**config.mk**
```make
export PLATFORM = sky130hd
export DESIGN_NAME = ysyx_22050550_ifu
export DESIGN_NICKNAME = d
export VERILOG_FILES = /design/src/rtl/ysyx_22050550_ifu_pkg.sv /design/src/rtl/ysyx_22050550_Reg.sv /design/src/rtl/ysyx_22050550_ifu.sv
export SDC_FILE = /design/constraint.sdc
export NUM_CORES = 1
export LEC_CHECK = 0
export CAP_MARGIN = 20
export CORE_AREA = 2 2 121 123
export CTS_CLUSTER_DIAMETER = 40
export DETAILED_ROUTE_END_ITERATION = 10
export DIE_AREA = 0 0 123 125
export PLACE_DENSITY = 0.93
export SYNTH_ARGS = -nofsm -noshare
export SYNTH_HDL_FRONTEND = slang
export SYNTH_HIERARCHICAL = 1
export SYNTH_SLANG_ARGS = --single-unit
```
**constraint.sdc**
```tcl
create_clock -name clk -period 7 [get_ports clk]
set_clock_uncertainty 0.2 [all_clocks]
set_input_delay 1.4 -clock clk [delete_from_list [all_inputs] [get_ports clk]]
set_output_delay 1.4 -clock clk [all_outputs]
set_load 0.05 [all_outputs]
```
**src/rtl/ysyx_22050550_ifu_pkg.sv**
```systemverilog
// Shared definitions for the fetch unit: FSM encoding, default boot PC and the
// instruction width that the decoder also relies on.
package ysyx_22050550_ifu_pkg;

   localparam int          INSTR_W          = 32;
   localparam logic [63:0] DEFAULT_RESET_PC = 64'h8000_0000;

   typedef enum logic [1:0] {
      ST_REQ   = 2'b00,
      ST_WAIT  = 2'b01,
      ST_DRAIN = 2'b10,
      ST_HOLD  = 2'b11
   } ifu_state_e;

   function automatic logic is_misaligned(input logic [1:0] lsb);
      return lsb != 2'b00;
   endfunction

endpackage

```
**src/rtl/ysyx_22050550_Reg.sv**
```systemverilog
// Generic enable register with synchronous active-high reset to a fixed value.
module ysyx_22050550_Reg #(
   parameter int           W       = 1,
   parameter logic [W-1:0] RST_VAL = '0
) (
   input  logic         clk,
   input  logic         rst,
   input  logic         en_i,
   input  logic [W-1:0] d_i,
   output logic [W-1:0] q_o
);

   always_ff @(posedge clk) begin
      if (rst) begin
         q_o <= RST_VAL;
      end else if (en_i) begin
         q_o <= d_i;
      end
   end

endmodule

```
**src/rtl/ysyx_22050550_ifu.sv**
```systemverilog
// Instruction fetch unit: owns the PC, keeps at most one imem read in flight and
// hands {pc, instr, fault} to decode over a valid/ready handshake.
module ysyx_22050550_ifu
   import ysyx_22050550_ifu_pkg::*;
#(
   parameter int              PC_W     = 64,
   parameter logic [PC_W-1:0] RESET_PC = PC_W'(DEFAULT_RESET_PC)
) (
   input  logic               clk,
   input  logic               rst,
   output logic               imem_req_valid,
   input  logic               imem_req_ready,
   output logic [PC_W-1:0]    imem_req_addr,
   input  logic               imem_rsp_valid,
   input  logic [INSTR_W-1:0] imem_rsp_data,
   input  logic               imem_rsp_err,
   input  logic               redirect_valid,
   input  logic [PC_W-1:0]    redirect_pc,
   output logic               out_valid,
   input  logic               out_ready,
   output logic [PC_W-1:0]    out_pc,
   output logic [INSTR_W-1:0] out_instr,
   output logic               out_fault,
   output logic [1:0]         dbg_state_o
);

   // Handshakes: a transfer happens on a cycle where valid & ready are both high
   // at the rising edge; valid never depends on ready, and the payload is held
   // stable while valid is high and ready is low.

   ifu_state_e         state_q, state_d;
   logic [PC_W-1:0]    pc_q, pc_d;
   logic               pc_en;
   logic [INSTR_W-1:0] instr_q, instr_d;
   logic               fault_q, fault_d;
   logic               cap_en;
   logic               misaligned;
   logic               consume;
   logic               capture_rsp;
   logic               capture_fault;

   assign misaligned = is_misaligned(pc_q[1:0]);

   // Redirect masks every other event, so each qualifier carries ~redirect_valid.
   assign consume       = (state_q == ST_HOLD) & out_ready & ~redirect_valid;
   assign capture_rsp   = (state_q == ST_WAIT) & imem_rsp_valid & ~redirect_valid;
   assign capture_fault = (state_q == ST_REQ) & misaligned & ~redirect_valid;

   always_comb begin
      pc_en   = redirect_valid | consume;
      pc_d    = redirect_valid ? redirect_pc : pc_q + PC_W'(4);
      cap_en  = capture_rsp | capture_fault;
      instr_d = (capture_rsp & ~imem_rsp_err) ? imem_rsp_data : '0;
      fault_d = capture_rsp ? imem_rsp_err : 1'b1;
   end

   ysyx_22050550_Reg #(.W(PC_W), .RST_VAL(RESET_PC)) u_pc_reg (
      .clk  (clk),
      .rst  (rst),
      .en_i (pc_en),
      .d_i  (pc_d),
      .q_o  (pc_q)
   );

   ysyx_22050550_Reg #(.W(INSTR_W), .RST_VAL('0)) u_instr_reg (
      .clk  (clk),
      .rst  (rst),
      .en_i (cap_en),
      .d_i  (instr_d),
      .q_o  (instr_q)
   );

   ysyx_22050550_Reg #(.W(1), .RST_VAL(1'b0)) u_fault_reg (
      .clk  (clk),
      .rst  (rst),
      .en_i (cap_en),
      .d_i  (fault_d),
      .q_o  (fault_q)
   );

   always_ff @(posedge clk) begin
      if (rst) begin
         state_q <= ST_REQ;
      end else begin
         state_q <= state_d;
      end
   end

   always_comb begin
      state_d = state_q;
      case (state_q)
         ST_REQ: begin
            if (redirect_valid)                 state_d = ST_REQ;
            else if (misaligned)                state_d = ST_HOLD;
            else if (imem_req_ready)            state_d = ST_WAIT;
         end
         ST_WAIT: begin
            if (redirect_valid)                 state_d = imem_rsp_valid ? ST_REQ : ST_DRAIN;
            else if (imem_rsp_valid)            state_d = ST_HOLD;
         end
         // A response arriving alongside a redirect still retires the stale read,
         // otherwise DRAIN would wait for a response that never comes.
         ST_DRAIN: begin
            if (imem_rsp_valid)                 state_d = ST_REQ;
         end
         ST_HOLD: begin
            if (redirect_valid | out_ready)     state_d = ST_REQ;
         end
         default:                               state_d = ST_REQ;
      endcase
   end

   always_comb begin
      imem_req_valid = (state_q == ST_REQ) & ~redirect_valid & ~misaligned;
      imem_req_addr  = pc_q;
      out_valid      = (state_q == ST_HOLD) & ~redirect_valid;
      out_pc         = pc_q;
      out_instr      = instr_q;
      out_fault      = fault_q;
      dbg_state_o    = state_q;
   end

endmodule

```
Yosys cells after proc, flatten, opt, wreduce, memory -nomap -nowiden
Cells that the tools add are included.
{"block": "totals", "ff_bits": 99, "latchBits": 0, "ram_bits": 0, "rom_bits": 0, "in_bits": 103, "output_inout_bits": 165, "word_cells": 43, "n_memories": 0}
{"block": "op_classes", "add_sub_neg": 1, "n_mul": 0, "div_mod_pow": 0, "n_lt_le_gt_ge": 0, "eq_ne": 7, "shift": 0, "mux": 12, "bitwise": 16, "reduce_logical": 3}
{"operator": "64-bit by 3-bit adder with 64-bit output (second input constant)", "count": 1}
{"operator": "64-bit 2-to-1 mux", "count": 1}
{"operator": "32-bit 2-to-1 mux", "count": 1}
{"operator": "2-bit 2-to-1 mux", "count": 8}
{"operator": "1-bit AND", "count": 10}
{"operator": "2-bit one-hot mux with 4 select lines", "count": 1}
{"operator": "2-bit == test (second input constant)", "count": 2}
{"operator": "4-bit inequality test (second input constant)", "count": 1}
{"operator": "4-bit AND reduction", "count": 1}
{"operator": "3-bit inequality test (second input constant)", "count": 1}
{"operator": "1-bit inverter", "count": 3}
{"operator": "1-bit bitwise OR", "count": 3}
{"operator": "2-bit by 1-bit == test with 1-bit output (second input constant)", "count": 1}
{"operator": "2-bit zero test", "count": 1}
{"operator": "2-bit by 1-bit inequality test with 1-bit output (second input constant)", "count": 1}
{"operator": "2-bit inequality test (second input constant)", "count": 1}
{"operator": "2-bit nonzero test", "count": 1}
{"operator": "1-bit 2-to-1 mux", "count": 1}

Logic depth before layout (Yosys ltp)
{"block": "depth", "ltp_word": 5, "ltp_mapped": 9, "depth_no_buf": 8}

Hierarchy
The synthesis kept the hierarchy.
{"mod": "ysyx_22050550_ifu", "instances": 1, "cells_per_inst": 521, "area_per_inst_um2": 3145.5, "seq_area_each_um2": 40.0}
{"mod": "ysyx_22050550_Reg at u_pc_reg", "instances": 1, "cells_per_inst": 206, "area_per_inst_um2": 2294.7, "seq_area_each_um2": 1281.2}
{"mod": "ysyx_22050550_Reg at u_instr_reg", "instances": 1, "cells_per_inst": 103, "area_per_inst_um2": 1163.6, "seq_area_each_um2": 640.6}
{"mod": "ysyx_22050550_Reg at u_fault_reg", "instances": 1, "cells_per_inst": 3, "area_per_inst_um2": 33.8, "seq_area_each_um2": 20.0}

Least setup slack after synthesis
Ideal clock, no wire load.
{"block": "synth_timing", "kind": "input -> output", "start": "input redirect_valid", "end": "output imem_req_valid", "t_arrival_ns": 3.269, "required_ns": 5.400, "path_slack_ns": 2.131, "path_stages": 4, "path_buffers": 1, "cell_sequence": "clkbuf_1 -> inv_1 -> nand2_1 -> nor4_1"}
{"block": "synth_via", "elab_chain_len": 3}
{"item": "from (decl)", "line_no": "ysyx_22050550_ifu.sv:17", "rtl": "input logic redirect_valid,"}
{"item": "1-bit inverter", "line_no": "ysyx_22050550_ifu.sv:114", "rtl": "imem_req_valid = (state_q == ST_REQ) & ~redirect_valid & ~misaligned;"}
{"item": "1-bit AND (2 in series)", "line_no": "ysyx_22050550_ifu.sv:114"}
{"item": "to (decl)", "line_no": "ysyx_22050550_ifu.sv:11", "rtl": "output logic imem_req_valid,"}
Every way passes these cells.

Worst setup path in the final report
Ends and elaborated chain as after synthesis.

==> flow_summary.yaml <==
run_status:
  status: "completed"
pwr:
  power_switching_mw: 0.536
  irDropWorstVdd_uv: 108
  p_sw_share_pct: 34.7
  intPower_mw: 1.01
  seq_power_share_pct: 40.7
  clkPwrFrac_pct: 31.3
  p_leak_nw: 3.31
  finalPower_mw: 1.54
  p_comb_share_pct: 28.0
  power.density_nw_per_um2: 170
finish:
  antennaDiodeCount: 0
  syn_to_final_growth_pct: 36.6
  layoutNonFillerInstCount: 1187
  layout-drive-gt1-share_pct: 3.39
  nFillCells: 1148
  final_nets: 1102
timing:
  setup_tns_ns: 0
  fin_crit_ns: 4.88
  hold-worst-slack_ns: 0.294
  fin_crit_sh_pct: 69.8
  final_hold_viol_count: 0
  worstMarginPinSlew_ns: 1.08
  relSlewSlack_pct: 28.0
  fin_ws_ns: 2.12
  fmax_ghz: 0.205
  setup_viol: 0
  drv_slew: 0
  rsz0062_at_grt: "no"
route:
  post-route-drc-count: 0
  route.vias.total: 6621
  wire_per_inst_um: 16.9
  drt-pass1-iter-count: 6
  initialDrtViolationCount: 606
  routed_wl_um: 20000
  ant_nets: 0
  via_per_inst: 5.58
logic_synthesis:
  synth_nets: 937
  synth_ff_type: "dfxtp_1"
  synth.most_common_cell: "nor2_1"
  synth_edf_count: 0
  synth_cell_types: 48
  ys_seq_area_share_pct: 29.9
  yosys-top-cells-area: "dfxtp_1, mux2i_1, buf_4"
  async_flop_share_pct: 0
  syn-cell-area_sq_um: 6640
  synthTopCellsByCount: "nor2_1, dfxtp_1, mux2i_1"
  synth_top_cell_area_share_pct: 29.9
  synth_seq_cells: 99
  syn_inst: 833
  avgSynthCellArea_sq_um: 7.97
  yosys_warnings: 6
  yosys.area.top_type: "dfxtp_1"
critical_path:
  cp.required_ns: 5.40
  crit_buf_inv: 4
  path_common_cell: "buf_4"
  critical-path-slowest-cell: "clkdlybuf4s50_1"
  max_stage_delay_ns: 0.86
  cp-end-kind: "output pin"
  path_cells: "buf_4 -> inv_1 -> buf_4 -> nand2_1 -> nor4_1 -> clkdlybuf4s50_1"
  critPathTopFamily: "buffers and inverters"
  critPathMaxFanout: 28
  worstSetupPathType: "input port to output pin"
  cp_data_arrival_time_ns: 3.28
  startpoint_type: "input port"
global_routing:
  grt_usage_pct: 25.5
  grt_pass1_wl_um: 31500
  grt_max_degree: 100
  overflow: 0
  antenna_found_initial: 0
  grt_pass1_vias: 6173
place:
  io_buffers: 267
  gp_congestion: 0.854
  dp_hpwl_um: 14200
  pre_cts_ws_ns: 2.14
  placed_cells: 1170
floorplanning:
  design.core.area_sq_um: 14200
  initial_utilization_pct: 46.7
  ios: 268
  die_h_um: 125
  placementRows: 44
  die_x_um: 123
  die_area_sq_um: 15400
clocking:
  cts_buffers: 9
  ctsHtreeMaxLevel: 3
  clk_pin_slew_ns: 0.07
  cts.path.max_buffers: 2
  clkSinkCount: 99
  postCtsSetupBuffers: 0
  clk_latency_ns: 0.36
  root_buffer: "clkbuf_16"
  cts_resized: 0
  cts_hold_buf: 0
  cts_tree: "done"
job:
  drv_cap: 0
min_path:
  holdCritPathClass: "register to register"
-- cells in the final DEF (no fill, tap or decap), types with 21 or more instances in the layout --
cell type,count
and2_1,41
clkdlybuf4s50_1,265
dfxtp_1,99
mux2i_1,99
nand2_1,81
nand3_1,21
nand4_1,24
nor2_1,121
nor4_1,25
o21ai_0,53
xnor2_1,24
-- layer usage --
metal / part of all wire (%) / wire (um) / global-route usage, % / up-vias
met2: 49 / 9860 / 43.0 / 320
met3: 7.4 / 1480 / 3.83 / 33
met5: 0 / 0 / 0 / -
met4: 2.6 / 514 / 10.4 / 0
li1: - / - / - / 3149
met1: 41 / 8190 / 32.2 / 3119
-- worst register-to-register path, delay by kind of cell, from the launching register on --
kind	cells	cell delay (ns)
simple gates	4	1.98
mux	1	0.14
compound gates	2	0.57
flops	1	0.48
-- flip-flops by register name, summed over array words and instances (netlist names) --
signal	flops
dbg_state_o	2
u_fault_reg/q_o	1
u_instr_reg/q_o	32
u_pc_reg/q_o	64
-- cell type report --
type,count,area [sq um],share of cell area (%)
Multi-Input combinational cell,607,3810,42.0
Clock inverter,6,51.3,0.566
Tap cell,184,230,2.54
Timing Repair Buffer,272,2730,30.1
Clock buffer,10,229,2.53
Inverter,9,33.8,0.373
Sequential cell,99,1980,21.9
-- power by group through the flow --
stage / Clock, mW / Combinational [mW] / Sequential, mW
floorplan: 0 / 0.229 / 0.707
global placement: 0 / 0.423 / 0.640
detailed placement: 0 / 0.430 / 0.641
CTS: 0.489 / 0.432 / 0.628
global route: 0.511 / 0.454 / 0.633
finish: 0.483 / 0.432 / 0.629
-- per-stage QoR --
step / instance area [sq um] / util, %
after global placement: 8740 / 61.6
after global routing: 9060 / 63.8
final: 9060 / 63.8
after floorplan: 6640 / -
after CTS: 9040 / 63.7
after detailed placement: 8760 / 61.7
-- cell families (layout without fill, tap and decap cells) --
family | Yosys count | in the layout | synth area share, %
and+or+nand+nor | 381 | 381 | 28.6
adders and majority gates | 1 | 1 | 0.188
muxes | 102 | 102 | 15.4
AOI/OAI and AO/OA | 82 | 82 | 7.41
xor gates and xnor gates | 41 | 41 | 5.41
buffers and inverters | 127 | 297 | 13.1
DFF | 99 | 99 | 29.9
-- final timing paths --
kind,start,to,slack (ns),cells past startpoint
worst min-delay path,u_fault_reg/q_o$_SDFFE_PP0P_,u_fault_reg/q_o$_SDFFE_PP0P_,0.29,2
worst min register to register,u_fault_reg/q_o$_SDFFE_PP0P_,u_fault_reg/q_o$_SDFFE_PP0P_,0.29,2
worst max-delay path,redirect_valid,imem_req_valid,2.12,6
worst max register to register,u_pc_reg/q_o[7]$_SDFFE_PP0P_,u_pc_reg/q_o[57]$_SDFFE_PP0P_,3.49,7
Power figures use the tool's default switching activity.
